[src/rtl/dt_pkg.sv]
// Shared types and constants for the distance-transform scan controller.
package dt_pkg;

    localparam int unsigned IMG_LOG2_DEF = 7;
    localparam int unsigned DIST_W_DEF   = 8;

    typedef enum logic [4:0] {
        IDLE, LD_RD, LD_LAT, LD_WR,
        FW_C, FW_N1, FW_N2, FW_N3, FW_N4, FW_LAST, FW_WR,
        BW_C, BW_N1, BW_N2, BW_N3, BW_N4, BW_LAST, BW_WR,
        DONE
    } dt_state_e;

    // Two's-complement 2-bit row/col offsets, indexed by neighbour number 0..3
    // forward: NW, N, NE, W    backward: E, SW, S, SE
    localparam logic [3:0][1:0] FW_DR = {2'b00, 2'b11, 2'b11, 2'b11};
    localparam logic [3:0][1:0] FW_DC = {2'b11, 2'b01, 2'b00, 2'b11};
    localparam logic [3:0][1:0] BW_DR = {2'b01, 2'b01, 2'b01, 2'b00};
    localparam logic [3:0][1:0] BW_DC = {2'b01, 2'b00, 2'b11, 2'b01};

    function automatic logic is_border(input logic [15:0] row,
                                       input logic [15:0] col,
                                       input logic [15:0] max_idx);
        return (row == '0) || (col == '0) || (row == max_idx) || (col == max_idx);
    endfunction

endpackage

[src/rtl/dt_pixel_cnt.sv]
// Interior row/col scan counter; provides the centre address and the selected
// neighbour address for the current pass direction.
module dt_pixel_cnt
    import dt_pkg::*;
#(
    parameter int unsigned IMG_LOG2 = IMG_LOG2_DEF
) (
    input  logic                  clk,
    input  logic                  reset,
    input  logic                  init_fw,
    input  logic                  init_bw,
    input  logic                  step,
    input  logic                  bw,
    input  logic [1:0]            nbr_idx,
    output logic [2*IMG_LOG2-1:0] centre_addr,
    output logic [2*IMG_LOG2-1:0] nbr_addr,
    output logic                  last
);

    localparam logic [IMG_LOG2-1:0] LO = IMG_LOG2'(1);
    localparam logic [IMG_LOG2-1:0] HI = IMG_LOG2'((2**IMG_LOG2) - 2);

    logic [IMG_LOG2-1:0] row, col, nrow, ncol;
    logic [1:0]          dr, dc;

    always_ff @(posedge clk or negedge reset) begin
        if (!reset) begin
            row <= LO;
            col <= LO;
        end else if (init_fw) begin
            row <= LO;
            col <= LO;
        end else if (init_bw) begin
            row <= HI;
            col <= HI;
        end else if (step) begin
            if (!bw) begin
                if (col == HI) begin
                    col <= LO;
                    row <= row + 1'b1;
                end else begin
                    col <= col + 1'b1;
                end
            end else begin
                if (col == LO) begin
                    col <= HI;
                    row <= row - 1'b1;
                end else begin
                    col <= col - 1'b1;
                end
            end
        end
    end

    always_comb begin
        dr   = bw ? BW_DR[nbr_idx] : FW_DR[nbr_idx];
        dc   = bw ? BW_DC[nbr_idx] : FW_DC[nbr_idx];
        nrow = row + {{(IMG_LOG2-2){dr[1]}}, dr};
        ncol = col + {{(IMG_LOG2-2){dc[1]}}, dc};
    end

    assign centre_addr = {row, col};
    assign nbr_addr    = {nrow, ncol};
    assign last        = bw ? ((row == LO) && (col == LO)) : ((row == HI) && (col == HI));

endmodule

[src/rtl/dt_scan_ctrl.sv]
// Distance-transform sequencer: load sti into res, forward then backward
// chessboard pass. Optional macro DT_FAST_SKIP_EN skips background pixels early.
module dt_scan_ctrl
    import dt_pkg::*;
#(
    parameter int unsigned IMG_LOG2 = IMG_LOG2_DEF,
    parameter int unsigned DIST_W   = DIST_W_DEF
) (
    input  logic                  clk,
    input  logic                  reset,
    output logic                  done,
    output logic                  sti_rd,
    output logic [2*IMG_LOG2-5:0] sti_addr,
    input  logic [15:0]           sti_di,
    output logic                  res_wr,
    output logic                  res_rd,
    output logic [2*IMG_LOG2-1:0] res_addr,
    output logic [DIST_W-1:0]     res_do,
    input  logic [DIST_W-1:0]     res_di
);

    localparam int unsigned AW      = 2*IMG_LOG2;
    localparam int unsigned WW      = 2*IMG_LOG2 - 4;
    localparam logic [15:0] MAX_IDX = 16'((2**IMG_LOG2) - 1);

    dt_state_e state, state_nxt;

    logic [WW-1:0]     word_q;
    logic [3:0]        k_q;
    logic [15:0]       sti_q;
    logic [DIST_W-1:0] centre_q, min_q, min_fold, min_inc;
    logic [AW-1:0]     ld_addr, centre_addr, nbr_addr;
    logic              cnt_init_fw, cnt_init_bw, cnt_step, cnt_last, pass_bw;
    logic [1:0]        nbr_idx;
    logic              k_en, sti_ld, min_init, min_en, centre_ld, adv, skip_bg, ld_bit;

    assign ld_addr  = {word_q, k_q};
    assign min_fold = (res_di < min_q) ? res_di : min_q;
    assign min_inc  = (min_q == '1) ? min_q : min_q + 1'b1;
    assign pass_bw  = state inside {BW_C, BW_N1, BW_N2, BW_N3, BW_N4, BW_LAST, BW_WR};
    assign ld_bit   = sti_q[4'd15 - k_q] &&
                      !is_border(16'(ld_addr[AW-1:IMG_LOG2]), 16'(ld_addr[IMG_LOG2-1:0]), MAX_IDX);

`ifdef DT_FAST_SKIP_EN
    assign skip_bg = (res_di == '0);
`else
    assign skip_bg = 1'b0;
`endif

    always_comb begin
        nbr_idx = 2'd0;
        unique case (state)
            FW_N2, BW_N2: nbr_idx = 2'd1;
            FW_N3, BW_N3: nbr_idx = 2'd2;
            FW_N4, BW_N4: nbr_idx = 2'd3;
            default:      nbr_idx = 2'd0;
        endcase
    end

    dt_pixel_cnt #(.IMG_LOG2(IMG_LOG2)) u_cnt (
        .clk         (clk),
        .reset       (reset),
        .init_fw     (cnt_init_fw),
        .init_bw     (cnt_init_bw),
        .step        (cnt_step),
        .bw          (pass_bw),
        .nbr_idx     (nbr_idx),
        .centre_addr (centre_addr),
        .nbr_addr    (nbr_addr),
        .last        (cnt_last)
    );

    always_ff @(posedge clk or negedge reset) begin
        if (!reset) state <= IDLE;
        else        state <= state_nxt;
    end

    always_ff @(posedge clk or negedge reset) begin
        if (!reset) begin
            word_q   <= '0;
            k_q      <= '0;
            sti_q    <= '0;
            centre_q <= '0;
            min_q    <= '0;
        end else begin
            if (k_en) begin
                k_q <= k_q + 1'b1;
                if (k_q == '1) word_q <= word_q + 1'b1;
            end
            if (sti_ld)    sti_q    <= sti_di;
            if (centre_ld) centre_q <= res_di;
            if (min_init)      min_q <= '1;
            else if (min_en)   min_q <= min_fold;
        end
    end

    always_comb begin
        state_nxt   = state;
        done        = 1'b0;
        sti_rd      = 1'b0;
        sti_addr    = '0;
        res_rd      = 1'b0;
        res_wr      = 1'b0;
        res_addr    = '0;
        res_do      = '0;
        cnt_init_fw = 1'b0;
        cnt_init_bw = 1'b0;
        cnt_step    = 1'b0;
        k_en        = 1'b0;
        sti_ld      = 1'b0;
        min_init    = 1'b0;
        min_en      = 1'b0;
        centre_ld   = 1'b0;
        adv         = 1'b0;

        unique case (state)
            IDLE: state_nxt = LD_RD;
            LD_RD: begin
                sti_rd    = 1'b1;
                sti_addr  = word_q;
                state_nxt = LD_LAT;
            end
            LD_LAT: begin
                sti_ld    = 1'b1;
                state_nxt = LD_WR;
            end
            LD_WR: begin
                res_wr   = 1'b1;
                res_addr = ld_addr;
                res_do   = {{(DIST_W-1){1'b0}}, ld_bit};
                k_en     = 1'b1;
                if (k_q == '1) begin
                    if (word_q == '1) begin
                        state_nxt   = FW_C;
                        cnt_init_fw = 1'b1;
                    end else begin
                        state_nxt = LD_RD;
                    end
                end
            end
            FW_C, BW_C: begin
                res_rd    = 1'b1;
                res_addr  = centre_addr;
                min_init  = 1'b1;
                state_nxt = pass_bw ? BW_N1 : FW_N1;
            end
            FW_N1, BW_N1: begin
                centre_ld = 1'b1;
                if (skip_bg) begin
                    adv = 1'b1;
                end else begin
                    res_rd    = 1'b1;
                    res_addr  = nbr_addr;
                    state_nxt = pass_bw ? BW_N2 : FW_N2;
                end
            end
            FW_N2, BW_N2, FW_N3, BW_N3, FW_N4, BW_N4: begin
                res_rd   = 1'b1;
                res_addr = nbr_addr;
                min_en   = 1'b1;
                unique case (state)
                    FW_N2:   state_nxt = FW_N3;
                    BW_N2:   state_nxt = BW_N3;
                    FW_N3:   state_nxt = FW_N4;
                    BW_N3:   state_nxt = BW_N4;
                    FW_N4:   state_nxt = FW_LAST;
                    default: state_nxt = BW_LAST;
                endcase
            end
            FW_LAST, BW_LAST: begin
                min_en    = 1'b1;
                state_nxt = pass_bw ? BW_WR : FW_WR;
            end
            FW_WR, BW_WR: begin
                // A zero centre is background; its res word must stay 0.
                res_wr   = (centre_q != '0);
                res_addr = centre_addr;
                res_do   = (pass_bw && (centre_q < min_inc)) ? centre_q : min_inc;
                adv      = 1'b1;
            end
            DONE: done = 1'b1;
            default: state_nxt = IDLE;
        endcase

        if (adv) begin
            if (cnt_last) begin
                if (pass_bw) begin
                    state_nxt = DONE;
                end else begin
                    state_nxt   = BW_C;
                    cnt_init_bw = 1'b1;
                end
            end else begin
                cnt_step  = 1'b1;
                state_nxt = pass_bw ? BW_C : FW_C;
            end
        end
    end

endmodule

[config.mk]
export PLATFORM = sky130hd
export DESIGN_NAME = dt_scan_ctrl
export DESIGN_NICKNAME = d
export VERILOG_FILES = /design/src/rtl/dt_pkg.sv /design/src/rtl/dt_pixel_cnt.sv /design/src/rtl/dt_scan_ctrl.sv
export SDC_FILE = /design/constraint.sdc
export NUM_CORES = 1
export LEC_CHECK = 0
export BUFFER_PORTS_ARGS = -buffer_cell sky130_fd_sc_hd__buf_2
export CORE_UTILIZATION = 30
export CTS_CLUSTER_SIZE = 30
export DETAILED_ROUTE_END_ITERATION = 7
export SYNTH_ARGS = -nofsm -noshare
export SYNTH_HDL_FRONTEND = slang
export SYNTH_SLANG_ARGS = --single-unit
[constraint.sdc]
create_clock -name clk -period 3.8 [get_ports clk]
set_input_delay 0.38 -clock clk [delete_from_list [all_inputs] [get_ports clk]]
set_output_delay 0.38 -clock clk [all_outputs]
set_load 0.005 [all_outputs]
==> out/results.ini, run 1 <==
[synthesis]
ys_seq_area_frac = 0.308
ys.flop_type = dfrtp_1
synth_edf_count = 0
syn-cell-area_mm2 = 0.00529
syn_nets = 666
syn_area_per_cell_um2 = 8.93
synth-warning-count = 0
synthDistinctLibCells = 70
synthCells = 592
yosys.area.top_type = dfrtp_1
synth_area_leaders = dfrtp_1 30%, ha_1 11%, mux2_2 5.5%, xnor2_1 3.8%, a21oi_1 3.6%
yosys.area.top_type_share = 0.298
synth_async_sr_flop_share = 1.00
synth_seq_cells = 65

[layout]
fin_cells = 930
post-route-util = 0.391
fin_nets = 774
layout_common_cells = 66 x buf_4, 62 x dfrtp_1, 61 x buf_2, 47 x nand2_1, 40 x nor2_1
drive_gt1_frac = 0.318
layout_commonest_cell = buf_4
fillCellCount = 1692
area_delta_synth_final_pct = 27.4
fin_area_mm2 = 0.00674
antenna_cells = 0

[drt]
wl_per_cell_um = 16.5
drt-initial-drc-count = 282
drt_wl_total_um = 15400
remaining_drc_errors = 0
drtPass1Iterations = 5
vias = 4902
ant_nets = 0
vias_per_cell = 5.27

[die]
die-area_mm2 = 0.0182
fp.dieH_um = 135
rows = 48
core_area_mm2 = 0.0172
initial_core_util = 0.307
io_pins = 62
die_w_um = 135

[global_route]
grt_pass1_vias = 4744
antenna_found_initial = 0
grt.total_usage = 0.173
grt.overflow.total = 0
grt_pass1_wl_um = 24700
grt_max_degree = 66

[sta]
clock_skew_ns = 0.00869
rsz0062_at_grt = true
slew_violations = 0
max_clock_freq_mhz = 251
setup_slack_ns = -0.182
setup_viol = 4
fin_crit_ns = 3.98
slew_headroom = 0.335
post-route-period-util = 1.05
worstMarginPinSlew_ns = 0.998
final-hold-violation-count = 0

[critical_path]
crit_start = state[1]
rr_worst_depth = 26
crit_required_ns = 3.42
worstSetupEndpointType = output port
cp-start-kind = flip-flop
r2r-start = state[1]
cp_max_fo = 5
critPathKind = flip-flop to output port
cp.arrival_ns = 3.60

[power]
power.leakage_uw = 0.00322
p_per_area_mw_per_mm2 = 234
irDropWorstVdd_mv = 0.264

[placement]
hpwl_um = 10500
dp.cells = 869
gp_congestion = 0.838
io_buffer_count = 61
placedInstanceArea_mm2 = 0.00591

[run_status]
status = finished, violations left
violations = negative setup slack

[hold_path]
hold_path_class = input port to async pin

[clock_tree]
worstSkewPairLatency_ns = 0.35
htree_levels = 3
cts_hold_buf = 0
cts_tree = yes
clock-sinks = 65
path_clk_slew_ns = 0.07
cts_made_buffers = 9
cts-root-buf = clkbuf_16
max-clock-path-buffers = 2

[run]
maxCapViolCount = 0

layer usage:
metal  global-route usage  vias up  wire length, um
met5                    0        -                0
met3               0.0315       35              734
met2                0.272      151             7160
li1                     -     2359                -
met4               0.0749        0              494
met1                0.233     2357             6970
critical path, stage by stage (launching register included):
cell and delay, ns:
dfrtp_1 0.46, nand2_2 0.12, o21ai_2 0.16, nand2_1 0.08
a21o_1 0.19, inv_2 0.08, ha_4 0.14, o31ai_2 0.06
a211o_1 0.29, ha_4 0.17, fa_2 0.36, nand3_2 0.07
nand2_2 0.05, a21o_1 0.16, a21oi_2 0.17, xnor2_2 0.13
o21bai_1 0.09, a221o_1 0.33, buf_2 0.14
power by group:
group	internal [uW]	leakage, uW	switching (uW)	total, uW
logic	26.9	0.00231	28.5	55.4
registers	705	0.000776	9.26	714
clock network	452	0.000133	357	809
flip-flops by register name (all words and copies together) (netlist names):
signal / flops
u_cnt.col: 7
state: 5
word_q: 10
min_q: 8
u_cnt.row: 7
k_q: 4
sti_q: 16
centre_q: 8
repair_timing:
item	4_1_cts	5_1_grt
endpoints found under the setup margin	3	18
pin swaps	16	11
gates resized for setup	31	17
gates cloned	0	0
buffers inserted	43	5
final timing paths:
check | to | slack (ns)
min in group clk | sti_q[9] | 0.26
max in group asynchronous | state[2] | 2.94
setup reg to reg | state[3] | 0.11
hold / removal | min_q[4] | 0.22
setup / recovery | res_addr[6] | -0.18
hold reg to reg | sti_q[5] | 0.50
synthesized netlist by cell type, types with 3 or more instances:
cell      number
a22oi_1        7
o22ai_1        7
a211oi_1       4
and3_1         8
o21ai_1        3
dfrtp_1       63
and2_1        17
a221o_1        4
o31ai_1        3
clkbuf_1      23
a21oi_1       38
inv_1         31
mux2i_1       16
or3_1          3
nand3_1       18
nand4_1       13
mux4_2         4
nand2b_1       6
a21o_1        10
nor3_1        10
o21ai_0       31
nor4_1         7
a31oi_1        4
a222oi_1       3
o32a_1         4
nand2_1       49
xor2_1         9
ha_1          46
nor2_1        41
xnor2_1       23
buf_2          7
mux2_2        26
kinds of logic (layout without fill, tap and decap cells):
kind of cell	after synthesis	count (layout)	synth area share
AND/OR/NAND/NOR	192	192	0.191
AO/OA/AOI/OAI	142	142	0.176
buffers and inverters	67	180	0.0523
flip-flops	65	65	0.308
adder cells (fa/ha/maj)	48	48	0.116
multiplexers	46	46	0.103
XOR/XNOR	32	32	0.0530
final cells by class:
cell class	count	area [um2]	area share
multi-input cells	460	3570	0.529
flip-flops and latches	65	1630	0.242
repair buffers	131	846	0.126
well taps	225	282	0.0418
clock buffers	9	225	0.0334
inverters	33	129	0.0191
clock inverters	7	58.8	0.00873
metrics by stage:
| stage | worst slack (ns) | setup TNS, ns | hold WS [ns] | total power [uW] |
|---|---|---|---|---|
| after CTS | -0.105 | -0.202 | 0.256 | 1600 |
| after global placement | 0.0576 | 0 | 0.485 | 783 |
| after detailed placement | -0.0224 | -0.0224 | 0.488 | 785 |
| after floorplan | 0.0000859 | 0 | 0.0844 | 747 |
| after global routing | -0.354 | -1.41 | 0.269 | 1630 |
| final | -0.182 | -0.565 | 0.218 | 1580 |
(Power assumes the default switching activity.)
==> run 2, diff against run 1 <==
==> constraint.sdc (replaced) <==
create_clock -name clk -period 3.5 [get_ports clk]
set_input_delay 0.35 -clock clk [delete_from_list [all_inputs] [get_ports clk]]
set_output_delay 0.35 -clock clk [all_outputs]
set_load 0.005 [all_outputs]
==> run 2 against run 1 <==
  * Sequential share of layout area shrank 0.15 points
  * Largest cell class unchanged
  * Non-clock buffer count shrank 6
  * The run still ends with negative setup slack left
  * Clock-buffer cell count grew 1
  * Via count shrank 2.0%
  * Largest power group unchanged
  * Highest routed layer unchanged
==> out/results.ini, run 2 (same netlist as run 1, synthesis figures left out) <==
[run_status]
status = finished, violations left
violations = negative setup slack

[critical_path]
critPathSlowestCell = dfrtp_1
cp.arrival_ns = 3.40  ; -0.20 ns
worstPathCellList = inv_2, buf_4, buf_4, buf_4, buf_4, buf_4, o31a_1, o22ai_2, buf_6, clkinvlp_4, ha_4, nand2b_4, a21oi_2, o21a_1, nor2_2, xnor2_2, o21ba_2, o21ai_1, buf_2
critPathBufInv = 9  ; +7
path_common_cell = buf_4
cp_max_fo = 5  ; unchanged
cpPeakStageDelay_ns = 0.40  ; -0.06 ns
worstSetupEndpointType = output port
crit_required_ns = 3.15  ; -0.27 ns
cp-start-kind = flip-flop
cpLargestDelayFamily = buffers and inverters
critPathKind = flip-flop to output port

[drt]
drt-initial-drc-count = 208  ; -26%
drt_wl_total_um = 14900  ; -3.0%
ant_nets = 0  ; unchanged
vias_per_cell = 5.20  ; -1.4%
drtPass1Iterations = 7  ; +2
remaining_drc_errors = 0  ; unchanged
wl_per_cell_um = 16.1  ; -2.4%
vias = 4802  ; -2.0%

[layout]
fin_nets = 768  ; -0.78%
drive_gt1_frac = 0.340  ; +0.0228
layout_commonest_cell = buf_2
largest-register = sti_q
layout_common_cells = 61 x buf_2, 60 x dfrtp_1, 56 x buf_4, 44 x nand2_1, 40 x nor2_1
fin_cells = 924  ; -0.65%
antenna_cells = 0  ; unchanged
post-route-util = 0.394  ; +0.00298
reg_top3 = sti_q x16, word_q x10
area_delta_synth_final_pct = 28.4
fin_area_mm2 = 0.00679  ; +0.76%
largest_reg_flops = 16  ; unchanged

[die]
fp.dieH_um = 135  ; unchanged
core_area_mm2 = 0.0172  ; unchanged
io_pins = 62  ; unchanged
rows = 48  ; unchanged
die_w_um = 135  ; unchanged
initial_core_util = 0.307  ; unchanged
die-area_mm2 = 0.0182  ; unchanged

[sta]
fin_crit_ns = 3.75
post-route-period-util = 1.07
slew_violations = 0  ; unchanged
clock_skew_ns = 0.00577  ; -0.00293 ns
max_clock_freq_mhz = 267
slew_headroom = 0.314  ; -0.0203
setup_slack_ns = -0.252  ; -0.0703 ns
final-hold-violation-count = 0  ; unchanged
setup_viol = 6  ; +2
worstMarginPinSlew_ns = 1.03  ; +0.0304 ns
rsz0062_at_grt = true

[run]
maxCapViolCount = 0  ; unchanged

[global_route]
grt.total_usage = 0.170  ; -0.00382
antenna_found_initial = 0  ; unchanged
grt_pass1_wl_um = 24000  ; -2.6%
grt_max_degree = 43  ; -35%
grt_pass1_vias = 4597  ; -3.1%
grt.overflow.total = 0  ; unchanged

[clock_tree]
cts_made_buffers = 9  ; unchanged
cts_hold_buf = 0  ; unchanged
cts-root-buf = clkbuf_16
cts_tree = yes
max-clock-path-buffers = 2  ; unchanged
path_clk_slew_ns = 0.06  ; about the same
htree_levels = 3  ; unchanged
clock-sinks = 65  ; unchanged
worstSkewPairLatency_ns = 0.34  ; about the same

[placement]
dp.cells = 884  ; +1.7%
placedInstanceArea_mm2 = 0.00605  ; +2.4%
gp_congestion = 0.884  ; +5.5%
pre_cts_slack_ns = -0.0790  ; -0.0566 ns
io_buffer_count = 61  ; unchanged
hpwl_um = 10700  ; +2.0%

[power]
p_per_area_mw_per_mm2 = 248  ; +5.7%
p_total_uw = 1680  ; +6.5%
irDropWorstVdd_mv = 0.194  ; -27%
power.leakage_uw = 0.00317  ; -1.4%

[hold_path]
hold_path_class = input port to async pin

[run 2: cell types whose count changed in the layout (fill, tap and decap cells not counted), sizes merged]
| cell | before | now |
|---|---|---|
| buf | 131 | 125 |
| clkinvlp | 3 | 5 |
| clkbuf | 9 | 10 |
| inv | 35 | 32 |
[run 2: layout make-up]
cell class,count,area (um2)
Tap cell,225,282
Fill cell,1695,10400
Inverter,33,129
Multi-Input combinational cell,460,3660
Clock buffer,10,229
Clock inverter,6,43.8
Timing Repair Buffer,125,816
Sequential cell,65,1630
[run 2: worst paths after layout]
path,start,end,slack [ns],depth (start not counted)
setup / recovery,state[3],res_addr[13],-0.25,19
hold / removal,reset,u_cnt.row[6],0.19,1
setup reg to reg,state[3],u_cnt.col[6],0.93,12
hold reg to reg,sti_q[4],sti_q[4],0.50,1
max in group asynchronous,reset,state[0],2.53,2
min in group clk,sti_di[6],sti_q[6],0.24,2
[run 2: worst register-to-register path, delay by kind of cell, from the launching register on]
kind	cells	cell delay (ns)
AO/OA/AOI/OAI	2	0.33
flip-flops	1	0.41
buffers and inverters	6	0.56
AND/OR/NAND/NOR	4	1.15
[run 2: routing by layer]
layer	global-route usage	part of all wire	vias up
met1	0.228	0.46	2315
met2	0.266	0.47	124
met3	0.0278	0.046	20
li1	-	-	2343
met4	0.0793	0.024	0
met5	0	0	-
[run 2: report_power, final]
part | switching [uW] | internal (uW)
registers | 9.89 | 766
clock network | 361 | 480
logic | 33.1 | 31.0
total | 404 | 1280
[run 2: timing repair]
item                                    CTS  global route
gates resized for setup                  29            38
buffers inserted                         15             8
endpoints found under the setup margin   15            18
pin swaps                                16            24
cloned                                    0             1
[run 2: metrics by stage]
step                      hold slack, ns  setup TNS, ns
final                              0.191         -0.797
after global routing               0.239          -2.86
after CTS                          0.229         -0.830
after detailed placement           0.493        -0.0790
after global placement             0.482        -0.0290
after floorplan                   0.0544              0
